## src/rtl/dc_wcs.sv

```systemverilog
// -----------------------------------------------------------------------------
// dc_wcs -- writable control store for the DC303 control-chip family.
//
// A registered microcode ROM with the AX alias fold, overlaid by NP CAM patch
// slots. A slot that is valid and whose address matches a_in replaces the ROM
// word. A four-state handshake machine loads the slots from the host side.
//
// Ports
//   clk      : system clock, rising edge
//   rst_n    : asynchronous active-low reset
//   cen      : read clock enable
//   a_in     : microinstruction address (bit AW-1 is the AX line)
//   ma       : registered next-address field
//   mc       : registered opcode field
//   hit      : registered, 1 when ma/mc came from a patch slot
//   ld_req   : patch load request (level)
//   ld_idx   : target patch slot
//   ld_addr  : address to patch
//   ld_data  : replacement word {ma, mc}
//   ld_ack   : load-complete acknowledge, held while ld_req stays high
//   clr      : invalidate all patch slots
// -----------------------------------------------------------------------------
module dc_wcs #(
   parameter int DC303_ROM = 0,
   parameter int AW        = 10,
   parameter int NW        = 9,
   parameter int CW        = 16,
   parameter int NP        = 8,
   parameter int AXFOLD    = 1
) (
   input  logic             clk,
   input  logic             rst_n,
   input  logic             cen,
   input  logic [AW-1:0]    a_in,
   output logic [NW-1:0]    ma,
   output logic [CW-1:0]    mc,
   output logic             hit,
   input  logic             ld_req,
   input  logic [3:0]       ld_idx,
   input  logic [AW-1:0]    ld_addr,
   input  logic [NW+CW-1:0] ld_data,
   output logic             ld_ack,
   input  logic             clr
);

   localparam int W  = NW + CW;
   localparam int SW = (NP > 1) ? $clog2(NP) : 1;
   localparam int HW = AW - 5;   // width of the folded index field [AW-2:4]

   typedef enum logic [1:0] {IDLE, INVAL, COMMIT, ACK} state_t;

   // ROM image generator. Image n: ma = index, mc = {index, index} truncated
   // to CW bits and XORed with 16'h5A00 + n.
   function automatic logic [W-1:0] rom_word(input logic [AW-2:0] i);
      logic [NW-1:0] w_ma;
      logic [CW-1:0] w_mc;
      w_ma = NW'(i);
      w_mc = CW'({i, i}) ^ CW'(16'h5A00 + DC303_ROM);
      return {w_ma, w_mc};
   endfunction

   // ---------------------------------------------------------------- ROM index
   logic [AW-2:0] rom_idx;

   // NOTE: every signal written in always_comb gets a default first so no
   // path leaves it unassigned and no latch is inferred.
   always_comb begin
      rom_idx = a_in[AW-2:0];
      // AX alias fold: AX=1 with a_in[6:4]=111 aliases onto the low page.
      if (AXFOLD != 0 && a_in[AW-1] && a_in[6:4] == 3'b111)
         rom_idx[AW-2:4] = HW'(a_in[8:7]);
   end

   // ------------------------------------------------------------ patch match
   logic [NP-1:0] valid;
   logic [AW-1:0] paddr [NP];
   logic [W-1:0]  pdata [NP];
   logic          match_any;
   logic [W-1:0]  match_data;

   // Scan from the top slot down so the lowest matching slot is written last
   // and therefore wins. The compare uses the raw, unfolded address.
   always_comb begin
      match_any  = 1'b0;
      match_data = '0;
      for (int i = NP - 1; i >= 0; i--) begin
         if (valid[i] && paddr[i] == a_in) begin
            match_any  = 1'b1;
            match_data = pdata[i];
         end
      end
   end

   // ------------------------------------------------------------- read stage
   // NOTE: sequential state uses non-blocking assignments so every register
   // samples pre-edge values regardless of block ordering.
   always_ff @(posedge clk or negedge rst_n) begin
      if (!rst_n) begin
         ma  <= '0;
         mc  <= '0;
         hit <= 1'b0;
      end else if (cen) begin
         {ma, mc} <= match_any ? match_data : rom_word(rom_idx);
         hit      <= match_any;
      end
   end

   // --------------------------------------------------------------- load FSM
   state_t           state;
   logic [3:0]       cap_idx;
   logic [AW-1:0]    cap_addr;
   logic [W-1:0]     cap_data;
   logic             clr_pend;
   logic             idx_ok;
   logic [SW-1:0]    slot;

   // Out-of-range slot numbers still complete the handshake but write nothing.
   assign idx_ok = ({1'b0, cap_idx} < 5'(NP));
   assign slot   = cap_idx[SW-1:0];

   always_ff @(posedge clk or negedge rst_n) begin
      if (!rst_n) begin
         state    <= IDLE;
         cap_idx  <= '0;
         cap_addr <= '0;
         cap_data <= '0;
         clr_pend <= 1'b0;
         valid    <= '0;
         ld_ack   <= 1'b0;
      end else begin
         case (state)
            IDLE: begin
               // A clear (fresh or deferred) always runs before a new load.
               if (clr || clr_pend) begin
                  valid    <= '0;
                  clr_pend <= 1'b0;
               end else if (ld_req) begin
                  cap_idx  <= ld_idx;
                  cap_addr <= ld_addr;
                  cap_data <= ld_data;
                  state    <= INVAL;
               end
            end
            INVAL: begin
               if (clr)    clr_pend    <= 1'b1;
               if (idx_ok) valid[slot] <= 1'b0;
               state <= COMMIT;
            end
            COMMIT: begin
               if (clr)    clr_pend    <= 1'b1;
               if (idx_ok) valid[slot] <= 1'b1;
               ld_ack <= 1'b1;
               state  <= ACK;
            end
            ACK: begin
               if (clr) clr_pend <= 1'b1;
               if (!ld_req) begin
                  ld_ack <= 1'b0;
                  state  <= IDLE;
               end
            end
            default: state <= IDLE;
         endcase
      end
   end

   // NOTE: patch storage has no reset; the valid bits alone decide whether a
   // slot can match, so its contents are don't-care until committed.
   always_ff @(posedge clk) begin
      if (state == COMMIT && idx_ok) begin
         paddr[slot] <= cap_addr;
         pdata[slot] <= cap_data;
      end
   end

endmodule
```

## config.mk

```make
export PLATFORM = sky130hd
export DESIGN_NAME = dc_wcs
export DESIGN_NICKNAME = d
export VERILOG_FILES = /design/src/rtl/dc_wcs.sv
export SDC_FILE = /design/constraint.sdc
export NUM_CORES = 1
export LEC_CHECK = 0
export BUFFER_PORTS_ARGS = -buffer_cell sky130_fd_sc_hd__buf_2
export CORE_UTILIZATION = 35
export DETAILED_ROUTE_END_ITERATION = 8
export HOLD_SLACK_MARGIN = 0.12
export SLEW_MARGIN = 20
export SYNTH_ARGS = -nofsm -noshare
export SYNTH_HDL_FRONTEND = slang
export SYNTH_SLANG_ARGS = --single-unit
export TNS_END_PERCENT = 1
```

## constraint.sdc

```tcl
create_clock -name clk -period 4.7 [get_ports clk]
set_input_delay 0.47 -clock clk [delete_from_list [all_inputs] [get_ports clk]]
set_output_delay 0.47 -clock clk [all_outputs]
set_load 0.005 [all_outputs]
```

# Word level (Yosys, flattened, before mapping)
# Memories as Yosys holds them, arrays and structs flattened.
# Index checks and enable logic that the tools add are counted.
# word_totals
reg_bits	77
ram_bits	280
input_bits	54
out_inout_bits	27
word_cells	95
memories	2
# classes
n_lt_le_gt_ge	3
n_eq_ne	19
mux	35
n_bitwise	5
reduce_logical	21
# memory_table
memory	words	width	read_ports	rd_clocked_by_memory_dff	write_ports	line	rtl
pdata	8	25	8	0	1	77	logic [W-1:0] pdata [NP];
paddr	8	10	8	0	1	76	logic [AW-1:0] paddr [NP];
# ops
cell	count
two-way mux 25 bit	9
equality test 10 bit	8
two-way mux 8 bit	3
one-hot mux 8 bit (3 select lines)	1
two-way mux 1 bit	14
inequality test 2 bit, second input constant	6
logical AND 1 bit	11
bitwise AND 8 bit	1
inverter 8 bit	1
OR 8 bit	1
one-hot mux 2 bit (4 select lines)	1
two-way mux 2 bit	3
AND reduction 3 bit	2
two-way mux 5 bit	1
equality test 2 bit, second input constant	2
< comparator 3 x 4 -> 1 bit, second input constant	1
< comparator 4 bit, second input constant	1
inverter 4 bit	1
one-hot mux 1 bit (2 select lines)	2
AND reduction 2 bit	2
AND reduction 4 bit	1
demux 1 bit (select 3 bit)	1
equality test 3 bit, second input constant	1
greater-or-equal comparator 3 x 1 -> 1 bit, second input constant	1
8 further kinds	8

# Longest topological paths before layout
# logic_depth
ltp_word	11
mapped_depth	11
ltp_nobuf	8

# Worst setup path before layout
# OpenSTA, ideal clock, no wires.
# synth_timing
kind	reg2reg
from	register state[0]
to	memory paddr[0][0] (enable)
setup_ps	515
t_arrival_ps	4216
required_time_ps	4185
slack_ps	-31
stages_incl_launch_ff	6
n_path_buf	1
synth_period_minus_slack_ps	4731
path_cell_list	dfrtp_1 -> inv_1 -> ha_1 -> nand2b_1 -> clkbuf_1 -> nor4_1
# synth_via
elab_chain_len	4
# synth_lines
item	line	rtl
start, declared	109	state_t state;
start signal, assigned	123	state <= IDLE;
start signal, assigned	141	state <= INVAL;
start signal, assigned	147	state <= COMMIT;
equality test 2 bit	170	if (state == COMMIT && idx_ok) begin
logical AND 1 bit	170	
two-way mux 1 bit	170	
two-way mux 1 bit (not written as such)	171	paddr[slot] <= cap_addr;
end, declared	76	
# No other way between the ends.

==> impl_metrics.json <==
{
  "numCtsBuffers": 38,
  "dieArea_um2": 42390,
  "clock-root-buffer": "clkbuf_16",
  "htree_levels": 2,
  "path_clk_slew_ns": 0.06,
  "path_class": "reg -> reg",
  "rsz0062_at_grt": "false",
  "stdcell_count": 1655,
  "grt_busiest_layer": "met2",
  "coreArea_um2": 40920,
  "hp-class": "in -> reg",
  "ys_top_cells_by_area": "edfxtp_1 (58%), dfrtp_1 (13%), xnor2_1 (4.4%)",
  "synthAdderAreaFrac_pct": 0.3440,
  "p_int_mw": 6.434,
  "synth.distinct_cells": 51,
  "relSlewSlack_pct": 23.65,
  "hold_violations": 0,
  "syn_area_per_cell_um2": 14.45,
  "endpoint_kind": "flip-flop",
  "grt_pass1_wl_um": 56660,
  "cp.arrival_ns": 3.49,
  "clk_latency_ns": 0.54,
  "cts_tree": "yes",
  "n_antenna_cell": 0,
  "fmax_mhz": 324.0,
  "finalCritPeriodShare_pct": 65.66,
  "antenna_found_initial": 1,
  "muxShareOfSynthArea_pct": 3.560,
  "synth_simple_gate_area_share_pct": 8.652,
  "cpPeakStageDelay_ns": 0.83,
  "port_buffers": 80,
  "dp_slack_ns": 1.169,
  "tightest_slew_ns": 1.139,
  "synth_xor_xnor_area_share_pct": 4.816,
  "start_util_pct": 35.55,
  "ys_seq_area_share_pct": 71.04,
  "status": "finished clean",
  "cts_sinks": 357,
  "layout_common_cells": "edfxtp_1 (280), buf_2 (79), dfrtp_1 (77), xnor2_1 (73), nor2_1 (62)",
  "drc_errors": 0,
  "synthFlopType": "edfxtp_1",
  "dr.pass1.iters": 5,
  "route.vias.total": 8962,
  "totalWireLength_um": 37650,
  "layout.nets": 1151,
  "mostFrequentLayoutCell": "edfxtp_1",
  "seqPwrFrac_pct": 54.8,
  "gp_congestion": 0.8083,
  "place_inst": 1584,
  "p_per_area_nw_per_um2": 520.8,
  "fin_skew_ns": 0.01820,
  "row_count": 74,
  "synth_warnings": 0,
  "viasPerCell": 5.415,
  "multi_input_area_um2": 3983,
  "netlist_area_um2": 14550,
  "fin_tns_setup_ns": 0,
  "report.final.slew_viol_count": 0,
  "ys_seq_elements": 357,
  "leakagePower_nw": 5.776,
  "clockBufferDepth": 3,
  "path_cells": "xnor2_1 > nand4_1 > nor3_2 > buf_4 > or3_1 > o31ai_4 > nor2_1 > a221oi_1 > o21ai_1",
  "slowest_stage": "o31ai_4",
  "cts_resized": 0,
  "met1_usage_pct": 24.76,
  "yosysTopAreaCellShare_pct": 57.79,
  "synth_top_family_by_area": "compound AO/OA/AOI/OAI gates",
  "dp_hpwl_um": 23680,
  "grt_max_degree": 57,
  "use_met2_pct": 29.35,
  "overflow": 0,
  "synth_nets": 1065,
  "netlist.top_cell.by_area": "edfxtp_1",
  "switching_share_pct": 26.82,
  "post_drt_wl_per_cell_um": 22.75,
  "synth-edff-count": 280,
  "drt_iter0_drc": 865,
  "cts_setup_buffers": 0,
  "critPathMaxFanout": 17,
  "synth-compound-area-share_pct": 9.262,
  "cp.required_ns": 5.10,
  "cap_violations": 0,
  "worst_setup_path_start_kind": "flip-flop",
  "die_w_um": 205.9,
  "use_met3_pct": 2.949,
  "period_needed_ns": 3.086,
  "layout-drive-gt1-share_pct": 20.57,
  "power.switching_mw": 2.358,
  "io_pins": 81,
  "irDropWorstVdd_v": 0.0002423,
  "die_h_um": 205.9,
  "rrSetupSlack_ns": 1.61,
  "setup_viol": 0,
  "ant_nets": 0,
  "pwr-share-clk_pct": 34.5,
  "grt_pass1_vias": 8787,
  "seq_area_um2": 10330,
  "combPwrFrac_pct": 10.7,
  "async_flop_share_pct": 21.57,
  "power_mw": 8.792,
  "syn_inst": 1007,
  "areaGrowthSynthToFinish_pct": 16.04,
  "fillerInstances": 3727,
  "final.setup.worst_slack_ns": 1.614,
  "grt_usage_pct": 18.12
}
cell families after synthesis:
group / after synthesis
AO/OA/AOI/OAI: 203
XOR/XNOR: 80
adder cells (fa/ha/maj): 4
buffers and inverters: 68
flip-flops: 357
multiplexers: 46
AND/OR/NAND/NOR: 249
metal layers:
metal / part of all wire (%) / vias to the layer above / routed length, um
met5: 0 / - / 0
li1: - / 4042 / -
met4: 2.7 / 0 / 1029
met1: 43 / 4516 / 16260
met3: 6.4 / 61 / 2426
met2: 48 / 343 / 17930
power by group through the flow:
stage	registers, mW	logic (mW)	clock network [mW]
5_1_grt	4.90	1.03	3.20
3_3_place_gp	4.86	0.929	0
2_1_floorplan	4.60	0.660	0
3_5_place_dp	4.89	0.949	0
4_1_cts	4.83	0.956	3.09
6_report	4.81	0.941	3.04
metrics by stage:
step                      hold slack [ns]  cell area, um2  utilization [%]
after floorplan                    0.1744           14560                -
after global placement             0.5002           15600            38.12
after detailed placement           0.5129           15600            38.12
after CTS                          0.1516           16880            41.24
after global routing               0.1629           16880            41.25
final                              0.1656           16880            41.25
critical path, delay by kind of cell, from the launching register on:
kind | cells | cell delay (ns)
buf+inv | 1 | 0.20
simple gates | 4 | 1.00
flops | 1 | 0.39
compound gates | 3 | 1.21
xor+xnor | 1 | 0.14
flip-flops by register name (all words and copies together), names as in the netlist, 2 cells and up:
register / count
cap_addr: 10
cap_data: 25
cap_idx: 4
ma: 9
mc: 16
paddr: 80
pdata: 200
state: 2
valid: 8
synth_stat cells, types with 11 or more instances:
master and number:
a22o_1 14, o21ai_0 34, o22ai_1 24, clkbuf_1 42
nand2_1 41, nor2_1 70, a211oi_1 16, dfrtp_1 77
o211ai_1 20, nand4_1 24, nor3_1 11, mux2_2 46
a221oi_1 27, a21oi_1 51, and3_1 22, xnor2_1 73
edfxtp_1 280, nand3_1 49
final cells by class:
cell class              count  share of cell area [%]
flip-flops and latches    357                   61.22
well taps                 532                   3.943
clock buffers              54                   6.344
multi-input cells         582                   23.59
repair buffers            106                   3.557
clock inverters            16                   1.171
inverters                   8                  0.1779
path summary, 6_finish.rpt:
check                                      startpoint                       end  depth (start not counted)
worst min register to register   clr_pend$_DFFE_PN0P_      clr_pend$_DFFE_PN0P_                          2
worst max-delay path            paddr[4][6]$_DFFE_PP_         ma[4]$_DFFE_PN0P_                          9
max in group asynchronous                       rst_n  cap_data[20]$_DFFE_PN0P_                          3
min in group asynchronous                       rst_n    cap_idx[2]$_DFFE_PN0P_                          2
worst min-delay path                       ld_data[3]   cap_data[3]$_DFFE_PN0P_                          2
worst max register to register  paddr[4][6]$_DFFE_PP_         ma[4]$_DFFE_PN0P_                          9
what timing repair did:
action | 4_1_cts | 5_1_grt
endpoints found under the setup margin | 0 | 0
endpoints found under the hold margin | 55 | 0
hold buffers | 1 | 0
Note: power is estimated with default switching activity, not from simulation.
